--- src/rtl/inning_scoreboard.sv ---
// Inning scoreboard: consumes settled at-bat results (one-hot hit1..hit4/out),
// advances runners, counts outs and runs, flips half-innings and ends the game.
// All outputs are registered; an accepted swing is visible one edge later.
module inning_scoreboard #(
    parameter int SCORE_W     = 5,
    parameter int MAX_INNING  = 9,
    parameter int EXTRA_LIMIT = 12
) (
    input  logic               i_clk,
    input  logic               i_reset_n,
    input  logic               i_swing,
    input  logic [4:0]         i_hitout,
    input  logic               i_new_game,
    output logic [2:0]         o_bases,
    output logic [1:0]         o_outs,
    output logic [3:0]         o_inning,
    output logic               o_bottom,
    output logic [SCORE_W-1:0] o_score_away,
    output logic [SCORE_W-1:0] o_score_home,
    output logic               o_side_change,
    output logic               o_game_over,
    output logic               o_bad_input
);

    typedef enum logic [1:0] {S_PLAY, S_CHANGE, S_OVER} state_t;

    localparam logic [3:0]         LP_MAX_INN   = 4'(MAX_INNING);
    localparam logic [3:0]         LP_EXTRA_INN = 4'(EXTRA_LIMIT);
    localparam logic [SCORE_W-1:0] LP_SCORE_MAX = '1;

    state_t             r_state;
    logic [2:0]         r_bases;
    logic [1:0]         r_outs;
    logic [3:0]         r_inning;
    logic               r_bottom;
    logic [SCORE_W-1:0] r_away;
    logic [SCORE_W-1:0] r_home;
    logic               r_side;
    logic               r_over;
    logic               r_bad;

    logic               w_onehot;
    logic [2:0]         w_hit_n;
    logic [7:0]         w_shift;
    logic [2:0]         w_runs;
    logic [SCORE_W-1:0] w_bat_score;
    logic [SCORE_W:0]   w_sum;
    logic [SCORE_W-1:0] w_new_score;
    logic               w_late;
    logic               w_walkoff;

    // Decode the hit, push runners, and work out the saturated batting score.
    always_comb begin
        w_onehot = (i_hitout != 5'd0) && ((i_hitout & (i_hitout - 5'd1)) == 5'd0);
        w_hit_n  = 3'd0;
        if (i_hitout[4]) w_hit_n = 3'd1;
        if (i_hitout[3]) w_hit_n = 3'd2;
        if (i_hitout[2]) w_hit_n = 3'd3;
        if (i_hitout[1]) w_hit_n = 3'd4;
        // batter enters at bit 0; anything shifted past third (bit 3) has scored
        w_shift     = {4'd0, r_bases, 1'b1} << w_hit_n;
        w_runs      = {2'd0, w_shift[7]} + {2'd0, w_shift[6]}
                    + {2'd0, w_shift[5]} + {2'd0, w_shift[4]};
        w_bat_score = r_bottom ? r_home : r_away;
        w_sum       = {1'b0, w_bat_score} + (SCORE_W+1)'(w_runs);
        w_new_score = w_sum[SCORE_W] ? LP_SCORE_MAX : w_sum[SCORE_W-1:0];
        w_late      = (r_inning >= LP_MAX_INN);
        // home takes the lead in a late bottom half: game ends on this hit
        w_walkoff   = r_bottom && w_late && (w_new_score > r_away);
    end

    // Game FSM with all display state registered alongside it.
    always_ff @(posedge i_clk or negedge i_reset_n) begin
        if (!i_reset_n) begin
            r_state  <= S_PLAY;
            r_bases  <= 3'd0;
            r_outs   <= 2'd0;
            r_inning <= 4'd1;
            r_bottom <= 1'b0;
            r_away   <= '0;
            r_home   <= '0;
            r_side   <= 1'b0;
            r_over   <= 1'b0;
            r_bad    <= 1'b0;
        end else if (i_new_game) begin
            r_state  <= S_PLAY;
            r_bases  <= 3'd0;
            r_outs   <= 2'd0;
            r_inning <= 4'd1;
            r_bottom <= 1'b0;
            r_away   <= '0;
            r_home   <= '0;
            r_side   <= 1'b0;
            r_over   <= 1'b0;
            r_bad    <= 1'b0;
        end else begin
            r_bad <= 1'b0;
            case (r_state)
                S_PLAY: begin
                    if (i_swing) begin
                        if (!w_onehot) begin
                            r_bad <= 1'b1;
                        end else if (i_hitout[0]) begin
                            if (r_outs == 2'd2) begin
                                r_outs  <= 2'd0;
                                r_bases <= 3'd0;
                                r_state <= S_CHANGE;
                                r_side  <= 1'b1;
                            end else begin
                                r_outs <= r_outs + 2'd1;
                            end
                        end else begin
                            r_bases <= w_shift[3:1];
                            if (r_bottom) r_home <= w_new_score;
                            else          r_away <= w_new_score;
                            if (w_walkoff) begin
                                r_state <= S_OVER;
                                r_over  <= 1'b1;
                            end
                        end
                    end
                end
                S_CHANGE: begin
                    r_side <= 1'b0;
                    if ((!r_bottom && w_late && (r_home > r_away)) ||
                        (r_bottom && w_late && (r_home != r_away)) ||
                        (r_bottom && (r_inning == LP_EXTRA_INN) && (r_home == r_away))) begin
                        r_state <= S_OVER;
                        r_over  <= 1'b1;
                    end else begin
                        r_state  <= S_PLAY;
                        r_bottom <= ~r_bottom;
                        if (r_bottom) r_inning <= r_inning + 4'd1;
                    end
                end
                default: begin
                    // OVER: board frozen until new_game or reset
                end
            endcase
        end
    end

    assign o_bases       = r_bases;
    assign o_outs        = r_outs;
    assign o_inning      = r_inning;
    assign o_bottom      = r_bottom;
    assign o_score_away  = r_away;
    assign o_score_home  = r_home;
    assign o_side_change = r_side;
    assign o_game_over   = r_over;
    assign o_bad_input   = r_bad;

endmodule
--- config.mk ---
export PLATFORM = sky130hd
export DESIGN_NAME = inning_scoreboard
export DESIGN_NICKNAME = d
export VERILOG_FILES = /design/src/rtl/inning_scoreboard.sv
export SDC_FILE = /design/constraint.sdc
export NUM_CORES = 1
export LEC_CHECK = 0
export ABC_CLOCK_PERIOD_IN_PS = 4400
export CORE_ASPECT_RATIO = 0.75
export CORE_UTILIZATION = 54
export CTS_CLUSTER_SIZE = 10
export DETAILED_ROUTE_END_ITERATION = 10
export PLACE_DENSITY = 0.81
export SYNTH_ARGS = -nofsm -noshare
export SYNTH_HDL_FRONTEND = slang
export SYNTH_SLANG_ARGS = --single-unit
--- constraint.sdc ---
create_clock -name i_clk -period 4.4 [get_ports i_clk]
set_input_delay 0.66 -clock i_clk [delete_from_list [all_inputs] [get_ports i_clk]]
set_output_delay 0.66 -clock i_clk [all_outputs]
set_load 0.005 [all_outputs]
==> flow_summary.yaml <==
worst_setup_path:
  path_depth: 16
  critPathKind: "in2reg"
  slowest_delay_ps: 530
  worstPathCellList: "dlygate4sd2_1 -> buf_4 -> nor2_1 -> nor2_1 -> a311oi_2 -> fa_1 -> fa_2 -> fa_2 -> or4b_4 -> and2_4 -> ha_4 -> nand3_2 -> o21bai_1 -> a31oi_1 -> o22ai_2 -> o22ai_1"
  worstSetupStartpointType: "primary input"
  worstReg2RegEnd: "r_state[1]$_DFFE_PN0P_"
  cp_slowest_cell: "or4b_4"
  crit_arrival_ps: 4390
  cp_num_buf_inv: 2
  worstRegToRegCells: 15
  startpoint: "i_hitout[2]"
  r2r_slack_ps: 520
  endpoint: "r_state[1]$_DFFE_PN0P_"
  crit_required_ps: 4600
  crit_family: "adder cells"
  crit_path_max_fanout: 9
  cp-end-kind: "flop"
  r2r-start: "o_bases[2]$_DFFE_PN0P_"
floorplan:
  dieArea_um2: 4015
  die_h_um: 55.13
  core_area_um2: 3446
  rows: 18
  io_pins: 32
  die_x_um: 72.83
  start_util: 0.5897
yosys:
  synthCells: 224
  syn_area_per_cell_um2: 9.071
  yosysUniqueCellTypes: 59
  ys.flop_type: "dfrtp_1"
  yosys_warnings: 0
  async_flop_share: 1.000
  synth_fp_nets: 250
  seq_area_frac_synth: 0.3085
  synth_area_um2: 2032
  synth_seq_cells: 25
  synth_edf_count: 0
final_layout:
  num-fill-cells: 268
  nets: 290
  final_cell_mix: "27 x clkdlybuf4s50_1, 24 x dfrtp_1, 20 x nor2_1, 17 x nor3_1"
  diodes: 0
  layout.cells.non_filler: 313
  syn2layout_area_growth_pct: 24.63
  seq_area_um2: 626.9
  drive_gt1_frac: 0.1825
  multi_input_area_um2: 1323
  mostFrequentLayoutCell: "clkdlybuf4s50_1"
timing:
  worst-slew-pin-transition_ps: 776.1
  slew_viol_final: 0
  holdWs_ps: 563.2
  fin_crit_sh: 0.9530
  fin_crit_ps: 4193
  hold_viol_final: 0
  rsz0062_at_grt: "false"
  fin_skew_ps: 4.928
  max_freq_ghz: 0.2385
  finalSetupViolCount: 0
  relSlewSlack: 0.4826
min_path:
  hp-class: "reg2reg"
global_routing:
  grt_pass1_vias: 1673
  overflow: 0
  grt_pass1_wl_mm: 8.162
  antenna_found_initial: 0
  grt_max_degree: 34
  grt_usage: 0.2690
place:
  routabilityCongestion: 0.9084
  dp.cells: 307
  numPortBuffers: 31
  dp_hpwl_mm: 3.425
power:
  p_sw_frac: 0.3041
  power.switching_uw: 153.9
  vdd_drop_max_v: 0.0001639
  power_frac_comb: 0.238
  p_int_uw: 352.1
  powerDensity_nw_per_um2: 199.8
  pwr-share-seq: 0.476
  p_leak_uw: 0.001074
  clkPwrFrac: 0.286
clock_tree:
  cts_root_buf: "clkbuf_8"
  ctsHoldBuffers: 0
  max-clock-path-buffers: 2
  cts.sinks: 25
  cts_tree: "done"
  clkLatencyLatePin_ps: 280
  clkTransAtPathRegs_ps: 90
  cts-buffers-inserted: 3
  cts-htree-levels: 1
detailed_routing:
  via_per_inst: 5.799
  wl_mm: 4.800
  vias: 1815
  ant_nets: 0
  post-route-drc-count: 0
  dr.pass1.iters: 4
  drt_iter0_markers: 150
  wl_per_cell_um: 15.34
outcome:
  status: "completed"
job:
  maxCapViolCount: 0
[power by group through the flow]
stage | sequential, µW | combinational [µW] | clock, µW
6_report | 241 | 121 | 145
5_1_grt | 241 | 136 | 158
4_1_cts | 240 | 120 | 149
3_5_place_dp | 245 | 118 | 0
3_3_place_gp | 245 | 115 | 0
2_1_floorplan | 244 | 72.4 | 0
[metrics by stage]
step | worst slack [ps] | utilization | total power (µW) | instance area (µm²) | setup TNS (ps)
finish | 206.8 | 0.7349 | 506.0 | 2532 | 0
global route | 70.20 | 0.7349 | 536.1 | 2532 | 0
CTS | 34.79 | 0.7335 | 509.0 | 2527 | 0
detailed placement | -565.0 | 0.7110 | 363.0 | 2450 | -1118
global placement | -397.6 | 0.7110 | 360.2 | 2450 | -794.0
floorplan | 12.55 | - | 316.3 | 2054 | 0
[worst min path at each step]
stage | start | slack [ps] | cells after the start | endpoint
floorplan | i_reset_n | 360 | 0 | o_bad_input$_DFF_PN0_
global placement | o_inning[0]$_DFFE_PN1P_ | 550 | 2 | o_inning[0]$_DFFE_PN1P_
detailed placement | o_side_change$_DFFE_PN0P_ | 550 | 2 | o_side_change$_DFFE_PN0P_
CTS | o_game_over$_DFFE_PN0P_ | 570 | 2 | o_game_over$_DFFE_PN0P_
global route | o_inning[0]$_DFFE_PN1P_ | 610 | 2 | o_inning[0]$_DFFE_PN1P_
finish | o_side_change$_DFFE_PN0P_ | 560 | 2 | o_side_change$_DFFE_PN0P_
[worst register-to-register path, stage by stage (launching register included)]
cell      delay (ps)
dfrtp_1          470
and3_1           220
a21oi_1          120
nor2_1            50
a21oi_1          170
fa_1             460
fa_2             360
fa_2             350
or4b_4           530
and2_4           160
ha_4             270
nand3_2           60
o21bai_1         160
a31oi_1          200
o22ai_2          100
o22ai_1          120
[Yosys cell counts (2+ instances only)]
library cell  count  area, µm²
a211o_1           2      17.52
a211oi_1          2      15.01
a21bo_2           2      20.02
a21oi_1          16      80.08
a21oi_2           2      17.52
a221o_1           2      20.02
a221oi_1          2      17.52
a22oi_1           2      15.01
a311oi_1          3      26.28
a31oi_1           2      12.51
and2_1            2      12.51
and3_1            2      12.51
buf_2             3      15.01
buf_4             2      15.01
buf_6             3      33.78
clkbuf_1          3      11.26
dfrtp_1          24      600.6
fa_1              3      60.06
ha_1             14      175.2
inv_1            17      63.81
mux2_2            2      22.52
mux2i_1           5      50.05
nand2_1          11      41.29
nand2b_1          5      31.28
nand3_1           6      30.03
nand4_1           5      31.28
nor2_1           20      75.07
nor2b_1           8      50.05
nor3_1           17      85.08
nor4_1            2      12.51
o21ai_0           4      20.02
o22ai_1           3      18.77
xnor2_1           2      17.52
[layer usage]
layer | vias to the layer above | wire, µm | GRT usage
met2 | 65 | 2159 | 0.4268
met1 | 850 | 2353 | 0.3903
met4 | 0 | 12 | 0.04575
met3 | 2 | 273 | 0.04891
met5 | - | 0 | 0
li1 | 898 | - | -
[kinds of logic after synthesis]
| group | Yosys count | share of synthesized area |
|---|---|---|
| AND/OR/NAND/NOR | 88 | 0.2297 |
| AO/OA/AOI/OAI | 56 | 0.2223 |
| buffers and inverters | 28 | 0.06834 |
| flip-flops | 25 | 0.3085 |
| adder cells (fa/ha/maj) | 17 | 0.1158 |
| multiplexers | 8 | 0.04680 |
| XOR/XNOR | 2 | 0.008622 |
[repair_timing]
action,4_1_cts,5_1_grt
endpoints found under the setup margin,2,2
resized for setup,9,5
buffers inserted,1,1
pin swaps,6,11
[sequential cells by signal, summed over array words and instances, names as in the netlist, 2 cells and up]
register / flops
o_bases: 3
o_score_home: 5
o_score_away: 5
o_inning: 4
r_state: 2
o_outs: 2
[final cells by class]
type | instances | share of cell area
repair buffers | 46 | 0.1621
clock inverters | 1 | 0.001976
well taps | 50 | 0.02470
multi-input cells | 171 | 0.5222
inverters | 17 | 0.02520
clock buffers | 3 | 0.01630
flip-flops and latches | 25 | 0.2475
No activity file was read; power rests on OpenSTA's default activity.
